File: config.mk
export PLATFORM = sky130hd
export DESIGN_NAME = chimera_clu_pwr_seq
export DESIGN_NICKNAME = d
export VERILOG_FILES = /design/src/rtl/chimera_pkg.sv /design/src/rtl/chimera_clu_seq_cnt.sv /design/src/rtl/chimera_clu_pwr_seq.sv
export SDC_FILE = /design/constraint.sdc
export NUM_CORES = 1
export LEC_CHECK = 0
export ABC_AREA = 1
export CAP_MARGIN = 20
export CORE_MARGIN = 1.5
export CORE_UTILIZATION = 51
export CTS_CLUSTER_SIZE = 14
export DETAILED_ROUTE_END_ITERATION = 7
export GPL_ROUTABILITY_DRIVEN = 0
export PLACE_DENSITY_LB_ADDON = 0.08
export SYNTH_ARGS = -nofsm -noshare
export SYNTH_HDL_FRONTEND = slang
export SYNTH_SLANG_ARGS = --single-unit
File: constraint.sdc
create_clock -name soc_clk_i -period 2.2 [get_ports soc_clk_i]
set_input_delay 0.22 -clock soc_clk_i [delete_from_list [all_inputs] [get_ports soc_clk_i]]
set_output_delay 0.22 -clock soc_clk_i [all_outputs]
set_load 0.02 [all_outputs]
File: src/rtl/chimera_pkg.sv
// Shared cluster-domain constants and types: cluster count, power-sequencer timing, command and FSM encodings.
// Pure declarations; no latency or backpressure of its own.
package chimera_pkg;

  localparam int unsigned ExtClusters         = 5;
  localparam int unsigned ClusterSettleCycles = 8;
  localparam int unsigned ClusterWakeDelay    = 4;

  typedef enum logic [1:0] {
    CluPowerUp   = 2'd0,
    CluPowerDown = 2'd1,
    CluWake      = 2'd2,
    CluRsvd      = 2'd3
  } clu_cmd_op_e;

  typedef enum logic [2:0] {
    SeqIdle    = 3'd0,
    SeqSettle  = 3'd1,
    SeqRelease = 3'd2,
    SeqWake    = 3'd3,
    SeqDrain   = 3'd4,
    SeqGate    = 3'd5
  } clu_seq_state_e;

  // Wide enough to hold the longer of the two phase lengths.
  function automatic int unsigned seq_cnt_width(input int unsigned settle, input int unsigned wake);
    int unsigned longest;
    longest = (settle > wake) ? settle : wake;
    return $clog2(longest + 1);
  endfunction

endpackage

File: src/rtl/chimera_clu_seq_cnt.sv
// Loadable down-counter timing each sequencer phase; load takes effect next cycle, counts down to 0 and stops there.
// No handshake: zero_o is a plain level read by the sequencer FSM.
module chimera_clu_seq_cnt #(
  parameter int unsigned Width = 4
) (
  input  logic             clk_i,
  input  logic             rst_ni,
  input  logic             load_i,
  input  logic [Width-1:0] value_i,
  output logic             zero_o
);

  logic [Width-1:0] cnt_q;

  always_ff @(posedge clk_i or negedge rst_ni) begin
    if (!rst_ni) begin
      cnt_q <= '0;
    end else if (load_i) begin
      cnt_q <= value_i;
    end else if (cnt_q != '0) begin
      cnt_q <= cnt_q - Width'(1);
    end
  end

  assign zero_o = (cnt_q == '0);

endmodule

File: src/rtl/chimera_clu_pwr_seq.sv
// Serialised cluster power sequencer: clock on -> reset release -> wake, and reset assert -> clock off; outputs registered.
// One command in flight; cmd_ready_o is low for the whole sequence, illegal commands are accepted and flagged next cycle.
module chimera_clu_pwr_seq
  import chimera_pkg::*;
#(
  parameter int unsigned NumClusters  = ExtClusters,
  parameter int unsigned SettleCycles = ClusterSettleCycles,
  parameter int unsigned WakeDelay    = ClusterWakeDelay,
  parameter int unsigned IdxW         = (NumClusters > 1) ? $clog2(NumClusters) : 1
) (
  input  logic                   soc_clk_i,
  input  logic                   rst_ni,
  input  logic                   cmd_valid_i,
  output logic                   cmd_ready_o,
  input  logic [IdxW-1:0]        cmd_clu_i,
  input  logic [1:0]             cmd_op_i,
  input  logic                   cmd_bypass_i,
  output logic                   cmd_err_o,
  output logic [NumClusters-1:0] clu_clk_en_o,
  output logic [NumClusters-1:0] clu_rst_no,
  output logic [NumClusters-1:0] widemem_bypass_o,
  output logic [NumClusters-1:0] clu_wake_o,
  output logic [NumClusters-1:0] clu_on_o,
  output logic                   busy_o
);

  localparam int unsigned CntW = seq_cnt_width(SettleCycles, WakeDelay);
  localparam logic [CntW-1:0] SettleLoad = CntW'(SettleCycles - 1);
  localparam logic [CntW-1:0] WakeLoad   = CntW'(WakeDelay - 1);

  if (SettleCycles < 1) begin : g_chk_settle
    $error("chimera_clu_pwr_seq: SettleCycles must be >= 1");
  end
  if (WakeDelay < 1) begin : g_chk_wake
    $error("chimera_clu_pwr_seq: WakeDelay must be >= 1");
  end
  if (NumClusters < 1) begin : g_chk_num
    $error("chimera_clu_pwr_seq: NumClusters must be >= 1");
  end

  clu_seq_state_e state_q, state_d;
  clu_cmd_op_e    cmd_op;

  logic                   accept;
  logic                   cmd_oob;
  logic                   cmd_on;
  logic                   cmd_illegal;
  logic [NumClusters-1:0] cmd_oh;
  logic [NumClusters-1:0] tgt_oh;
  logic [IdxW-1:0]        tgt_q;

  logic                   cnt_load;
  logic [CntW-1:0]        cnt_value;
  logic                   cnt_zero;

  logic                   up_start;
  logic                   dn_start;
  logic                   rel_start;
  logic                   gate_start;

  logic [NumClusters-1:0] clk_en_q;
  logic [NumClusters-1:0] rst_n_q;
  logic [NumClusters-1:0] bypass_q;
  logic [NumClusters-1:0] on_q;
  logic                   err_q;

  assign cmd_op  = clu_cmd_op_e'(cmd_op_i);
  assign accept  = cmd_valid_i && (state_q == SeqIdle);
  assign cmd_oob = (32'(cmd_clu_i) >= NumClusters);
  // Out-of-range indices shift the bit out, so the masks are simply empty.
  assign cmd_oh  = NumClusters'(1) << cmd_clu_i;
  assign tgt_oh  = NumClusters'(1) << tgt_q;
  assign cmd_on  = |(on_q & cmd_oh);

  always_comb begin
    cmd_illegal = 1'b0;
    if (cmd_oob) begin
      cmd_illegal = 1'b1;
    end else begin
      case (cmd_op)
        CluPowerUp:   cmd_illegal = cmd_on;
        CluPowerDown: cmd_illegal = !cmd_on;
        CluWake:      cmd_illegal = !cmd_on;
        default:      cmd_illegal = 1'b1;
      endcase
    end
  end

  // State register
  always_ff @(posedge soc_clk_i or negedge rst_ni) begin
    if (!rst_ni) begin
      state_q <= SeqIdle;
    end else begin
      state_q <= state_d;
    end
  end

  // Next-state logic
  always_comb begin
    state_d = state_q;
    case (state_q)
      SeqIdle: begin
        if (accept && !cmd_illegal) begin
          case (cmd_op)
            CluPowerUp:   state_d = SeqSettle;
            CluPowerDown: state_d = SeqDrain;
            CluWake:      state_d = SeqWake;
            default:      state_d = SeqIdle;
          endcase
        end
      end
      SeqSettle:  if (cnt_zero) state_d = SeqRelease;
      SeqRelease: if (cnt_zero) state_d = SeqWake;
      SeqWake:    state_d = SeqIdle;
      SeqDrain:   if (cnt_zero) state_d = SeqGate;
      SeqGate:    state_d = SeqIdle;
      default:    state_d = SeqIdle;
    endcase
  end

  // Output / control decode
  always_comb begin
    cmd_ready_o = (state_q == SeqIdle);
    busy_o      = (state_q != SeqIdle);
    clu_wake_o  = (state_q == SeqWake) ? tgt_oh : '0;
    up_start    = (state_q == SeqIdle)   && (state_d == SeqSettle);
    dn_start    = (state_q == SeqIdle)   && (state_d == SeqDrain);
    rel_start   = (state_q == SeqSettle) && (state_d == SeqRelease);
    gate_start  = (state_q == SeqDrain)  && (state_d == SeqGate);
    cnt_load    = up_start || dn_start || rel_start;
    cnt_value   = rel_start ? WakeLoad : SettleLoad;
  end

  chimera_clu_seq_cnt #(
    .Width (CntW)
  ) i_cnt (
    .clk_i   (soc_clk_i),
    .rst_ni  (rst_ni),
    .load_i  (cnt_load),
    .value_i (cnt_value),
    .zero_o  (cnt_zero)
  );

  // Per-cluster control state; only the targeted cluster's bits ever move.
  always_ff @(posedge soc_clk_i or negedge rst_ni) begin
    if (!rst_ni) begin
      clk_en_q <= '0;
      rst_n_q  <= '0;
      bypass_q <= '0;
      on_q     <= '0;
      err_q    <= 1'b0;
      tgt_q    <= '0;
    end else begin
      err_q <= accept && cmd_illegal;
      if (accept) begin
        tgt_q <= cmd_clu_i;
      end
      if (up_start) begin
        clk_en_q <= clk_en_q | cmd_oh;
        bypass_q <= (bypass_q & ~cmd_oh) | (cmd_bypass_i ? cmd_oh : '0);
      end
      if (dn_start) begin
        rst_n_q <= rst_n_q & ~cmd_oh;
      end
      if (rel_start) begin
        rst_n_q <= rst_n_q | tgt_oh;
        on_q    <= on_q | tgt_oh;
      end
      if (gate_start) begin
        clk_en_q <= clk_en_q & ~tgt_oh;
        on_q     <= on_q & ~tgt_oh;
      end
    end
  end

  assign clu_clk_en_o     = clk_en_q;
  assign clu_rst_no       = rst_n_q;
  assign widemem_bypass_o = bypass_q;
  assign clu_on_o         = on_q;
  assign cmd_err_o        = err_q;

endmodule

==> results of run 1 <==
==> layout make-up <==
class / instances / share of cell area (%)
flip-flops and latches: 31 / 33.2
inverters: 51 / 8.40
multi-input cells: 140 / 35.5
well taps: 46 / 2.46
clock buffers: 6 / 2.19
repair buffers: 43 / 18.1
clock inverters: 1 / 0.214
==> where the power goes <==
part	internal, mW	total (mW)	switching [mW]	leakage [nW]
combinational	0.646	1.58	0.933	0.813
sequential	0.798	0.973	0.175	0.372
clock	0.148	0.337	0.189	0.0341
total	1.59	2.89	1.30	1.22
==> metal layers <==
layer / vias up / routed length, um / GRT usage, %
met2: 37 / 1820 / 34.5
li1: 800 / - / -
met3: 7 / 165 / 4.89
met1: 705 / 1840 / 31.4
met5: - / 0 / 0
met4: 0 / 47 / 6.39
==> cells in the mapped netlist (2+ instances only) <==
master / n / area, sq um
ha_1: 6 / 75.1
inv_2: 4 / 15.0
dfrtp_1: 31 / 776
inv_1: 44 / 165
nand2_1: 30 / 113
nor2_4: 5 / 56.3
nor3b_1: 2 / 15.0
nor2_1: 22 / 82.6
nor2_2: 2 / 12.5
a21oi_1: 5 / 25.0
nand3_2: 8 / 80.1
o21ai_1: 7 / 35.0
nor3_1: 7 / 35.0
inv_4: 2 / 12.5
nand4_1: 4 / 25.0
o21ai_0: 10 / 50.1
nand3_1: 14 / 70.1
nand2_4: 2 / 22.5
nand2_2: 4 / 25.0
o22ai_1: 5 / 31.3
==> stage by stage <==
step	power [mW]	setup slack, ns
floorplan	1.97	0.385
global placement	2.52	0.0368
detailed placement	2.55	-0.0288
CTS	2.89	0.00218
global route	3.12	0.0118
finish	2.89	0.107
==> cells by family (layout without fill, tap and decap cells) <==
family                     count (synthesis)  after routing
adders and majority gates                  6              6
xor gates and xnor gates                   2              2
buffers and inverters                     51            101
AOI/OAI and AO/OA                         29             29
DFF                                       31             31
and+or+nand+nor                          103            103
==> final timing paths <==
| check | depth (start not counted) | end | slack (ns) |
|---|---|---|---|
| min reg2reg | 2 | flip-flop | 0.50 |
| max | 4 | clu_wake_o[0] | 0.11 |
| max reg2reg | 13 | clu_rst_no[0] | 0.20 |
| min in group soc_clk_i | 2 | flip-flop | 0.50 |
| max in group asynchronous | 2 | tgt_q[2] | 1.62 |
| min | 2 | state_q[0] | 0.27 |
==> cells in the final DEF, fill, tap and decap left out, drive strengths merged, types with 5 or more instances in the layout <==
master | Yosys | final
inv | 50 | 50
nand2 | 36 | 36
clkdlybuf4s50 | 0 | 32
dfrtp | 31 | 31
nor2 | 30 | 30
nand3 | 22 | 22
o21ai | 17 | 17
buf | 0 | 7
nor3 | 7 | 7
ha | 6 | 6
a21oi | 6 | 6
clkbuf | 0 | 6
o22ai | 5 | 5
==> impl_metrics.tcl, run 1 <==
set metrics [dict create \
    ys_seq_elements 31 \
    avgRoutedWirePerCell_um 12.2 \
    path_class "reg2out" \
    drive_gt1_share_pct 16.9 \
    cts_buffers 5 \
    grt_max_degree 32 \
    synth_edf_count 0 \
    synth_top_family_by_area "simple AND/OR/NAND/NOR gates" \
    dr.first_iter.drc_count 115 \
    fin_nets 287 \
    dp.cells 311 \
    synthToLayoutAreaGrowth_pct 30.4 \
    timing.hold.ws_ns 0.273 \
    mappedNetlistNets 237 \
    period_needed_ns 2.09 \
    setup_violations 0 \
    die_area_sq_um 3880 \
    hold_viol 0 \
    slowest_stage "clkdlybuf4s50_1" \
    postCtsHoldBufs 0 \
    antenna_found_initial 0 \
    r2r_start "i_cnt.cnt_q[0]" \
    layout_worst_path_cycle_share_pct 95.1 \
    fin_cells 318 \
    crit_fanout 6 \
    diodes 0 \
    fp.coreArea_sq_um 3360 \
    yosysWarnings 0 \
    h-tree-depth 2 \
    cp.arrival_ns 1.87 \
    rsz0062_at_grt "no" \
    p_leak_nw 1.22 \
    die_w_um 62.3 \
    track_usage_pct 22.2 \
    post_cts_buffers 0 \
    synth_xor_area_share_pct 0.976 \
    synthDistinctLibCells 28 \
    clkTransAtPathRegs_ns 0.10 \
    post-route-cell-area_sq_um 2340 \
    crit_path_cell_trace "nor3_2 > inv_1 > nor2_1 > clkdlybuf4s50_1" \
    grt.overflow.total 0 \
    synth.area.mux_share_pct 0 \
    worstPathRequired_ns 1.98 \
    synth_compound_area_share_pct 8.86 \
    cts_resized 0 \
    hp-class "in2async" \
    status "complete, no violations" \
    syn-cell-area_sq_um 1790 \
    worst-path-buf-inv 2 \
    drt_pass1_iterations 4 \
    multiInputGateArea_sq_um 830 \
    syn_inst 222 \
    start_kind "flip-flop" \
    cts_sinks 31 \
    cts_max_path_buffers 2 \
    grt_first_pass_wirelength_mm 6.76 \
    synthAdderAreaFrac_pct 4.18 \
    io_pins 37 \
    rows 21 \
    viasPerCell 4.87 \
    maxSlewHeadroom_pct 73.6 \
    vias 1549 \
    cts_tree "done" \
    n_fill_cell 294 \
    seq_area_frac_synth_pct 43.2 \
    cpPeakStageDelay_ns 0.61 \
    drtAntennaViolNets 0 \
    io_buffer_count 36 \
    synth_flop_cell "dfrtp_1" \
    fp.dieH_um 62.3 \
    power_density_nw_per_um2 1230 \
    insertion_delay_ns 0.33 \
    max_freq_ghz 0.478 \
    synth.avg_cell_area_sq_um 8.08 \
    grt_pass1_vias 1477 \
    regArea_sq_um 777 \
    initial_core_util_pct 53.3 \
    root_buffer "clkbuf_4" \
    yosys.area_share.simple_pct 31.8 \
    dp_hpwl_mm 3.00 \
    slew_viol_final 0 \
    post_dp_cell_area_sq_um 2260 \
    max_slew.worst_pin.slew_ns 0.396 \
    cap_violations 0 \
    finalClockSkew_ns 0.0127 \
    fin_util_pct 69.6 \
    end_kind "output pin" \
    crit_start "tgt_q[2]" \
    cpLargestDelayFamily "buffers and inverters" \
    async_reset_ff_share_pct 100 \
    drc 0 \
    totalWireLength_mm 3.88 \
    peakVddDrop_mv 0.592 \
    finalSetupTns_ns 0 \
]
(Power assumes the default switching activity.)
==> run 2: changes to the inputs <==
--- a/config.mk
+++ b/config.mk
@@ -8,7 +8,7 @@
 export ABC_AREA = 1
 export CAP_MARGIN = 20
 export CORE_MARGIN = 1.5
-export CORE_UTILIZATION = 51
+export CORE_UTILIZATION = 35
 export CTS_CLUSTER_SIZE = 14
 export DETAILED_ROUTE_END_ITERATION = 7
 export GPL_ROUTABILITY_DRIVEN = 0
==> run 2 against run 1 <==
Non-clock buffer count is 3 higher. Combinational power hardly changed. Core utilization is 20 points lower. Count of clock-buffer cells in the layout stayed put. Clock skew is 0.0088 ns lower. Cell count is 7.5% higher. Fmax is 1.2% lower. Critical path type unchanged. Sequential power hardly changed.
==> impl_metrics.tcl, run 2 (synthesis gave the netlist of run 1 again) <==
set metrics [dict create \
    fin_cells 342 \
    cts_tree "done" \
    root_buffer "clkbuf_8" \
    finalClockSkew_ns 0.00387 \
    vias 1516 \
    max_freq_ghz 0.472 \
    drive_gt1_share_pct 17.1 \
    cap_violations 0 \
    layout_common_cells "44 x inv_1, 35 x clkdlybuf4s50_1, 31 x dfrtp_1" \
    finalSetupTns_ns 0 \
    power_mw 3.01 \
    avgRoutedWirePerCell_um 11.7 \
    insertion_delay_ns 0.28 \
    peakVddDrop_mv 0.482 \
    hold_viol 0 \
    hp-class "in2async" \
    period_needed_ns 2.12 \
    synthToLayoutAreaGrowth_pct 34.2 \
    maxSlewHeadroom_pct 71.6 \
    layout_worst_path_cycle_share_pct 96.3 \
    fp.coreArea_sq_um 4820 \
    rsz0062_at_grt "no" \
    cp.arrival_ns 1.90 \
    fin_util_pct 50.0 \
    status "complete, no violations" \
    dp.cells 335 \
    end_kind "output pin" \
    initial_core_util_pct 37.2 \
    totalWireLength_mm 4.02 \
    grt_first_pass_wirelength_mm 6.67 \
    viasPerCell 4.43 \
    drtAntennaViolNets 0 \
    track_usage_pct 16.3 \
    post-route-cell-area_sq_um 2410 \
    worstPathRequired_ns 1.98 \
    cts_sinks 31 \
    post_dp_cell_area_sq_um 2310 \
    drt_pass1_iterations 4 \
    clkTransAtPathRegs_ns 0.06 \
    p_leak_nw 1.19 \
    max_slew.worst_pin.slew_ns 0.422 \
    final_common_cell "inv_1" \
    grt.overflow.total 0 \
    fin_ws_ns 0.0818 \
    n_fill_cell 486 \
    power_density_nw_per_um2 1250 \
    start_kind "flip-flop" \
    dp_hpwl_mm 3.15 \
    grt_pass1_vias 1452 \
    die_w_um 74.6 \
    fp.dieH_um 74.6 \
    crit_fanout 6 \
    timing.hold.ws_ns 0.333 \
    dp_slack_ns -0.0242 \
    drc 0 \
    regArea_sq_um 776 \
    post_cts_buffers 0 \
    path_class "reg2out" \
    die_area_sq_um 5570 \
    grt_max_degree 32 \
    fin_nets 290 \
    antenna_found_initial 0 \
    setup_violations 0 \
    slew_viol_final 0 \
    diodes 0 \
    io_buffer_count 36 \
    multiInputGateArea_sq_um 827 \
    h-tree-depth 2 \
    io_pins 37 \
    cts_buffers 5 \
    dr.first_iter.drc_count 72 \
    cts_max_path_buffers 2 \
    rows 25 \
]
==> run 2: changes by cell type in the layout (fill, tap and decap cells not counted), sizes merged <==
cell	delta
clkdlybuf4s50	+3
buf	+3
dlymetal6s2s	-3
==> run 2: routing by layer <==
metal	vias up	part of all wire [%]	GRT usage [%]
li1	811	-	-
met1	666	50	22.2
met2	35	45	25.1
met3	4	4.3	4.07
met4	0	1.4	6.06
met5	-	0	0
==> run 2: final cells by class <==
class                   instances  share of cell area [%]
multi-input cells             140                    34.3
flip-flops and latches         31                    32.2
repair buffers                 46                    18.2
inverters                      51                    8.16
well taps                      67                    3.48
clock buffers                   6                    3.43
clock inverters                 1                   0.208
==> run 2: path summary, 6_finish.rpt <==
kind,cells after the start,startpoint,end,slack [ns]
min in group soc_clk_i,2,flip-flop,flip-flop,0.48
max in group asynchronous,2,rst_ni,clu_rst_no[4],1.57
setup reg to reg,10,state_q[1],clu_rst_no[0],0.27
hold / removal,2,rst_ni,state_q[2],0.33
hold reg to reg,2,flip-flop,flip-flop,0.48
setup / recovery,4,tgt_q[2],clu_wake_o[0],0.08
==> run 2: what timing repair did <==
action | CTS | global route
hold buffers | 0 | 0
endpoints found under the setup margin | 0 | 2
gates resized for setup | 0 | 2
==> run 2: power by group <==
| group | leakage, nW | internal (mW) | switching (mW) |
|---|---|---|---|
| Combinational | 0.774 | 0.656 | 0.934 |
| Clock | 0.0470 | 0.245 | 0.208 |
| Sequential | 0.373 | 0.799 | 0.172 |
==> run 2: critical path, stage by stage (launching register included) <==
cell             delay (ns)
dfrtp_1                0.45
nor3_1                 0.30
inv_1                  0.14
nor2_1                 0.10
clkdlybuf4s50_1        0.62
